## config.mk

```make
export PLATFORM = sky130hd
export DESIGN_NAME = armleocpu_tlb_plru_sweep_flat
export DESIGN_NICKNAME = d
export VERILOG_FILES = /design/src/rtl/armleocpu_tlb_plru_sweep_if.sv /design/src/rtl/armleocpu_tlb_plru_sweep.sv /design/src/flat_wrapper.sv
export SDC_FILE = /design/constraint.sdc
export NUM_CORES = 2
export LEC_CHECK = 0
export ABC_AREA = 1
export CORE_ASPECT_RATIO = 1.4
export CORE_MARGIN = 2
export CORE_UTILIZATION = 30
export CTS_CLUSTER_DIAMETER = 40
export DETAILED_ROUTE_END_ITERATION = 12
export HOLD_SLACK_MARGIN = 0.12
export SYNTH_ARGS = -nofsm -noshare
export SYNTH_HDL_FRONTEND = slang
export SYNTH_SLANG_ARGS = --single-unit
```

## constraint.sdc

```tcl
create_clock -name clk -period 3.4 [get_ports clk]
set_input_delay 1.02 -clock clk [delete_from_list [all_inputs] [get_ports clk]]
set_output_delay 1.02 -clock clk [all_outputs]
set_load 0.02 [all_outputs]
```

## src/rtl/armleocpu_tlb_plru_sweep_if.sv

```systemverilog
// Command / resolve / write bundle for the round-robin TLB with power-on invalidate sweep.
interface armleocpu_tlb_plru_sweep_if #(
  parameter int ENTRIES_W = 4,
  parameter int WAYS_W    = 2
);
  logic [2:0]           command;
  logic                 busy;
  logic [19:0]          virtual_address;
  logic                 hit;
  logic [WAYS_W-1:0]    hit_way;
  logic [7:0]           accesstag_r;
  logic [21:0]          phys_r;
  logic [19:0]          virtual_address_w;
  logic [7:0]           accesstag_w;
  logic [21:0]          phys_w;
  logic [ENTRIES_W-1:0] invalidate_set_index;

  modport master (
    output command, virtual_address, virtual_address_w, accesstag_w, phys_w,
           invalidate_set_index,
    input  busy, hit, hit_way, accesstag_r, phys_r
  );

  modport slave (
    input  command, virtual_address, virtual_address_w, accesstag_w, phys_w,
           invalidate_set_index,
    output busy, hit, hit_way, accesstag_r, phys_r
  );
endinterface

```

## src/rtl/armleocpu_tlb_plru_sweep.sv

```systemverilog
// Set-associative TLB with per-set round-robin victim pointers and a sweeping
// invalidate-all that also runs after every reset.

module mem_1w1r #(
  parameter int ELEMENTS_W = 4,
  parameter int WIDTH      = 8
) (
  input  logic                  clk,
  input  logic                  rst_n,
  input  logic                  readenable,
  input  logic [ELEMENTS_W-1:0] readaddress,
  output logic [WIDTH-1:0]      readdata,
  input  logic                  writeenable,
  input  logic [ELEMENTS_W-1:0] writeaddress,
  input  logic [WIDTH-1:0]      writedata
);
  logic [WIDTH-1:0] storage [2**ELEMENTS_W];

  always_ff @(posedge clk) begin
    if (writeenable)
      storage[writeaddress] <= writedata;
  end

  // Read register only loads on request, so resolve results hold between lookups.
  always_ff @(posedge clk or negedge rst_n) begin
    if (!rst_n)
      readdata <= '0;
    else if (readenable)
      readdata <= storage[readaddress];
  end
endmodule

module armleocpu_tlb_plru_sweep #(
  parameter int ENTRIES_W     = 4,
  parameter int WAYS_W        = 2,
  parameter int disable_debug = 0
) (
  input logic                       clk,
  input logic                       rst_n,
  armleocpu_tlb_plru_sweep_if.slave bus
);
  localparam int unsigned ENTRIES = 1 << ENTRIES_W;
  localparam int unsigned WAYS    = 1 << WAYS_W;
  localparam int          VTAG_W  = 20 - ENTRIES_W;
  localparam int          ENTRY_W = VTAG_W + 22;

  typedef enum logic {ST_IDLE, ST_SWEEP} state_t;
  typedef enum logic [2:0] {
    CMD_NONE    = 3'd0,
    CMD_RESOLVE = 3'd1,
    CMD_WRITE   = 3'd2,
    CMD_INV_SET = 3'd3,
    CMD_INV_ALL = 3'd4
  } cmd_t;

  state_t               state;
  logic                 busy_r;
  logic [ENTRIES_W-1:0] sweep_cnt;
  logic [WAYS_W-1:0]    victim [ENTRIES];
  logic [VTAG_W-1:0]    req_vtag;

  logic                 idle;
  logic                 cmd_resolve, cmd_write, cmd_inv_set, cmd_inv_all;
  logic [ENTRIES_W-1:0] set_r, set_w, at_waddr;
  logic [WAYS_W-1:0]    victim_cur;
  logic [7:0]           at_wdata;
  logic [WAYS-1:0]      entry_we, at_we;
  logic [ENTRY_W-1:0]   entry_rd [WAYS];
  logic [7:0]           at_rd    [WAYS];

  logic                 hit_c;
  logic [WAYS_W-1:0]    hit_way_c;
  logic [7:0]           accesstag_c;
  logic [21:0]          phys_c;

  assign idle        = (state == ST_IDLE);
  assign cmd_resolve = idle && (bus.command == CMD_RESOLVE);
  assign cmd_write   = idle && (bus.command == CMD_WRITE);
  assign cmd_inv_set = idle && (bus.command == CMD_INV_SET);
  assign cmd_inv_all = idle && (bus.command == CMD_INV_ALL);

  assign set_r      = bus.virtual_address[ENTRIES_W-1:0];
  assign set_w      = bus.virtual_address_w[ENTRIES_W-1:0];
  assign victim_cur = victim[set_w];

  // Accesstag arrays have three writers; sweep wins, then single-set invalidate, then WRITE.
  always_comb begin
    at_waddr = set_w;
    at_wdata = bus.accesstag_w;
    at_we    = '0;
    entry_we = '0;
    if (state == ST_SWEEP) begin
      at_waddr = sweep_cnt;
      at_wdata = '0;
      at_we    = '1;
    end else if (cmd_inv_set) begin
      at_waddr = bus.invalidate_set_index;
      at_wdata = '0;
      at_we    = '1;
    end else if (cmd_write) begin
      for (int unsigned w = 0; w < WAYS; w++) begin
        if (victim_cur == WAYS_W'(w)) begin
          entry_we[w] = 1'b1;
          at_we[w]    = 1'b1;
        end
      end
    end
  end

  for (genvar g = 0; g < WAYS; g++) begin : g_way
    mem_1w1r #(.ELEMENTS_W(ENTRIES_W), .WIDTH(ENTRY_W)) u_entry (
      .clk          (clk),
      .rst_n        (rst_n),
      .readenable   (cmd_resolve),
      .readaddress  (set_r),
      .readdata     (entry_rd[g]),
      .writeenable  (entry_we[g]),
      .writeaddress (set_w),
      .writedata    ({bus.virtual_address_w[19:ENTRIES_W], bus.phys_w})
    );

    mem_1w1r #(.ELEMENTS_W(ENTRIES_W), .WIDTH(8)) u_accesstag (
      .clk          (clk),
      .rst_n        (rst_n),
      .readenable   (cmd_resolve),
      .readaddress  (set_r),
      .readdata     (at_rd[g]),
      .writeenable  (at_we[g]),
      .writeaddress (at_waddr),
      .writedata    (at_wdata)
    );
  end

  always_ff @(posedge clk or negedge rst_n) begin
    if (!rst_n) begin
      state     <= ST_SWEEP;
      busy_r    <= 1'b1;
      sweep_cnt <= '0;
      req_vtag  <= '0;
      for (int unsigned i = 0; i < ENTRIES; i++)
        victim[i] <= '0;
    end else begin
      unique case (state)
        ST_IDLE: begin
          if (cmd_resolve)
            req_vtag <= bus.virtual_address[19:ENTRIES_W];
          if (cmd_write)
            victim[set_w] <= victim_cur + WAYS_W'(1);
          if (cmd_inv_all) begin
            state     <= ST_SWEEP;
            busy_r    <= 1'b1;
            sweep_cnt <= '0;
          end
        end
        ST_SWEEP: begin
          if (sweep_cnt == '1) begin
            state  <= ST_IDLE;
            busy_r <= 1'b0;
          end else begin
            sweep_cnt <= sweep_cnt + ENTRIES_W'(1);
          end
        end
        default: state <= ST_SWEEP;
      endcase
    end
  end

  // Hit select works on the held read registers; lowest matching way wins.
  always_comb begin
    hit_c       = 1'b0;
    hit_way_c   = '0;
    accesstag_c = '0;
    phys_c      = '0;
    for (int unsigned w = 0; w < WAYS; w++) begin
      if (!hit_c && at_rd[w][0] && (entry_rd[w][ENTRY_W-1:22] == req_vtag)) begin
        hit_c       = 1'b1;
        hit_way_c   = WAYS_W'(w);
        accesstag_c = at_rd[w];
        phys_c      = entry_rd[w][21:0];
      end
    end
  end

  assign bus.busy        = busy_r;
  assign bus.hit         = hit_c;
  assign bus.hit_way     = hit_way_c;
  assign bus.accesstag_r = accesstag_c;
  assign bus.phys_r      = phys_c;

  // Scope for simulation-only trace hooks; empty in synthesis builds.
  if (disable_debug == 0) begin : g_debug
  end
endmodule

```

## src/flat_wrapper.sv

```systemverilog
// flat-port wrapper written by rule: the top's interface ports become plain ports
module armleocpu_tlb_plru_sweep_flat 
#(
  parameter int ENTRIES_W     = 4,
  parameter int WAYS_W        = 2,
  parameter int disable_debug = 0
)
  (clk, rst_n, bus_command, bus_virtual_address, bus_virtual_address_w, bus_accesstag_w, bus_phys_w, bus_invalidate_set_index, bus_busy, bus_hit, bus_hit_way, bus_accesstag_r, bus_phys_r);
  armleocpu_tlb_plru_sweep_if #(.ENTRIES_W(ENTRIES_W), .WAYS_W(WAYS_W)) bus_i ();
  input logic clk;
  input logic rst_n;
  input wire logic [$bits(bus_i.command)-1:0] bus_command;
  input wire logic [$bits(bus_i.virtual_address)-1:0] bus_virtual_address;
  input wire logic [$bits(bus_i.virtual_address_w)-1:0] bus_virtual_address_w;
  input wire logic [$bits(bus_i.accesstag_w)-1:0] bus_accesstag_w;
  input wire logic [$bits(bus_i.phys_w)-1:0] bus_phys_w;
  input wire logic [$bits(bus_i.invalidate_set_index)-1:0] bus_invalidate_set_index;
  output wire logic [$bits(bus_i.busy)-1:0] bus_busy;
  output wire logic [$bits(bus_i.hit)-1:0] bus_hit;
  output wire logic [$bits(bus_i.hit_way)-1:0] bus_hit_way;
  output wire logic [$bits(bus_i.accesstag_r)-1:0] bus_accesstag_r;
  output wire logic [$bits(bus_i.phys_r)-1:0] bus_phys_r;
  assign bus_i.command = bus_command;
  assign bus_i.virtual_address = bus_virtual_address;
  assign bus_i.virtual_address_w = bus_virtual_address_w;
  assign bus_i.accesstag_w = bus_accesstag_w;
  assign bus_i.phys_w = bus_phys_w;
  assign bus_i.invalidate_set_index = bus_invalidate_set_index;
  assign bus_busy = bus_i.busy;
  assign bus_hit = bus_i.hit;
  assign bus_hit_way = bus_i.hit_way;
  assign bus_accesstag_r = bus_i.accesstag_r;
  assign bus_phys_r = bus_i.phys_r;
  armleocpu_tlb_plru_sweep #(.ENTRIES_W(ENTRIES_W), .WAYS_W(WAYS_W), .disable_debug(disable_debug)) u_core (.clk(clk), .rst_n(rst_n), .bus(bus_i));
endmodule
```

==> out/results.tsv <==
metric	value	unit
Via Count	85300	
Layout Skew	0.0960	ns
leakage power	51.8	nW
Seq/Total Area, Yosys	0.752	
GR Util met3	0.0262	
Period Utilization, post-route	1.25	
EDFF count, synth	2944	
status	finished, violations left	
layer with the highest usage	met2	
register bit total from synthesis	3182	
Die Area	423000	sq um
Max VDD drop	0.000450	V
WP data required	2.38	ns
Final Setup Violations	33	
share of layout cells above drive strength 1	0.171	
synthesized instance count	9754	
worst endpoint data arrival time	3.22	ns
worst skew pair latency	0.95	ns
main combinational cell family by area after synthesis	compound AO/OA/AOI/OAI gates	
Synthesized Nets	9838	
most common cell after layout, fill and taps aside	edfxtp_1	
PD cells	636	nW/um^2
Slew Limit Fails	0	
most frequent cells in the layout	2944 x edfxtp_1, 1727 x o21ai_0, 1707 x nor2_1	
ANT nets after route	0	
num ports	113	
ys async rst share	0.0748	
post-layout min period	4.24	ns
Worst Setup Start Kind	register	
Setup CP Type	reg -> out	
TritonCTS clock tree	built	
DRC	0	
RSZ-0062 raised after global routing	true	
slew margin rel.	0.196	
vias in the first global route	83200	
Post-Route WL	412000	microns
cts bufs inserted	348	
synth unique cells	40	
fmax	236	MHz
RePlAce Congestion	0.925	
vias per cell	5.26	
most common flop cell mapped by yosys	edfxtp_1	
storage element area	94400	sq um
Multi-input gate area	28900	sq um
failing checks	setup timing	
max-cap viol count	0	
CTS root buffer	clkbuf_16	
CTS Sinks	3182	
drt first-iter violations	9511	
die height	769	microns
router iterations before antenna repair	6	
CP Capture Type	output port	
power consumption	98.3	mW
final setup margin	-0.840	ns
Synth Area in Compound Gates	0.128	
Setup WS pre-CTS	-0.651	ns
total gr overflow	0	
Max clock buf depth	4	
critical path peak fanout	6	
Synth Area in XOR/XNOR	0.00119	
largest net degree at the start of global routing	94	
Yosys Warn Count	0	
dpl hpwl	264000	microns
first-pass GRT wire length	586000	microns
M1 GR Usage	0.227	
endpoints failing hold	0	
CTS clk-pin slew, worst paths	0.06	ns
IO Port Bufs	112	
post-synthesis mux area share	0	
Area Growth Syn to Fin	23.1	%
Worst Hold Class	reg -> reg	
Fillers	39100	
H-Tree Depth	5	
initial antenna violation count	16	
Simple-Gate Fraction of Synth Area	0.0873	
num rows	280	
syn avg cell area	12.9	sq um
Worst-Margin Slew	1.21	ns
Post-Syn Area	125000	sq um
Starting Density	0.302	
GRT Total Usage	0.188	
Die W	550	microns
layout net count	10500	
average wire per cell in the routed design	25.4	microns
adder-cell share of the synthesized area	0.000499	
Core Area	416000	sq um
met2 global-route usage	0.320	
## per-layer routing
layer | wire (microns) | share of wire
met1 | 156000 | 0.38
met2 | 202000 | 0.49
met3 | 28000 | 0.068
met4 | 26800 | 0.065
met5 | 26 | 0.000063
## kinds of logic after synthesis
logic type	after synthesis
AOI/OAI and AO/OA	2893
DFF	3182
xor gates and xnor gates	17
and+or+nand+nor	2754
adders and majority gates	5
buffers and inverters	903
## where the power goes
part | leakage, nW | internal (mW) | switching, mW
Sequential | 29.4 | 45.7 | 2.01
Clock | 5.74 | 22.7 | 16.3
Combinational | 16.6 | 4.04 | 7.46
## per-stage QoR
step                 TNS, ns  area, sq um   util  instances  hold slack (ns)
floorplan            -453.39       126000      -       9754            0.449
global placement    -1282.79       141000  0.339      15600            0.474
detailed placement  -1296.91       141000  0.339      15600            0.481
CTS                   -25.00       154000  0.370      16200            0.496
global route          -27.49       154000  0.371      16200            0.512
finish                -24.50       154000  0.371      16200            0.494
## synth_stat cells (15+ instances only)
master	instances	area share
edfxtp_1	2944	0.70
nor2_1	1793	0.054
o21ai_0	1733	0.069
o22ai_1	674	0.034
nand2_1	552	0.017
clkbuf_1	457	0.014
nand3_1	336	0.013
dfrtp_1	236	0.047
inv_1	182	0.0054
buf_2	173	0.0069
o21ai_1	159	0.0063
a31oi_1	115	0.0057
o21bai_1	102	0.0061
o221ai_1	68	0.0047
buf_4	36	0.0022
nand4_1	33	0.0016
buf_1	28	0.00084
o211ai_1	25	0.0015
inv_2	15	0.00045
or2_2	15	0.00075
## flip-flops by register name, indices dropped and copies added, names as in the netlist
register and cells:
u_core.g_way.u_entry.storage 2432, u_core.g_way.u_accesstag.storage 512, u_core.g_way.u_entry.readdata 152, u_core.g_way.u_accesstag.readdata 32
u_core.victim 32, u_core.req_vtag 16, u_core.sweep_cnt 4, u_core.bus.busy 1
u_core.state 1
## area by class of cell
cell class,count,area share
Sequential cell,3182,0.611
Multi-Input combinational cell,5669,0.187
Timing Repair Buffer,1035,0.0748
Clock buffer,421,0.0607
Tap cell,5499,0.0446
Clock inverter,212,0.0163
Inverter,202,0.00529
Antenna cell,5,0.0000811
## repair_timing
| action | in CTS | in global routing |
|---|---|---|
| pin swaps | 45 | 55 |
| setup buffers | 11 | 21 |
| hold buffers | 1 | 0 |
| gates resized for setup | 311 | 103 |
| setup endpoints to repair | 33 | 51 |
| gates cloned | 1 | 4 |
| endpoints found under the hold margin | 23 | 0 |
## worst paths after layout
kind	from	to	slack, ns	depth (start not counted)
max	u_core.req_vtag[9]	bus_accesstag_r[4]	-0.84	13
min reg2reg	u_core.victim[9]	u_core.victim[9]	0.49	2
max reg2reg	u_core.victim[14]	u_core.g_way[0].u_accesstag.storage[14][5]	0.61	12
min in group asynchronous	rst_n	u_core.victim[25]	0.60	2
min	u_core.victim[9]	u_core.victim[9]	0.49	2
max in group asynchronous	rst_n	u_core.g_way[2].u_entry.readdata[13]	1.80	3
## worst max-delay path, cell delays in order, from the launching register on
cell and delay (ns):
dfrtp_2 0.46, a21boi_0 0.25, nand2_2 0.09, nor2_2 0.13, nand3_2 0.10, nor2_4 0.21, nand3_4 0.14, buf_12 0.17
buf_6 0.12, buf_6 0.13, nand3_4 0.09, nand3_4 0.09, nand2_4 0.14, buf_6 0.14
Power figures use the tool's default switching activity.
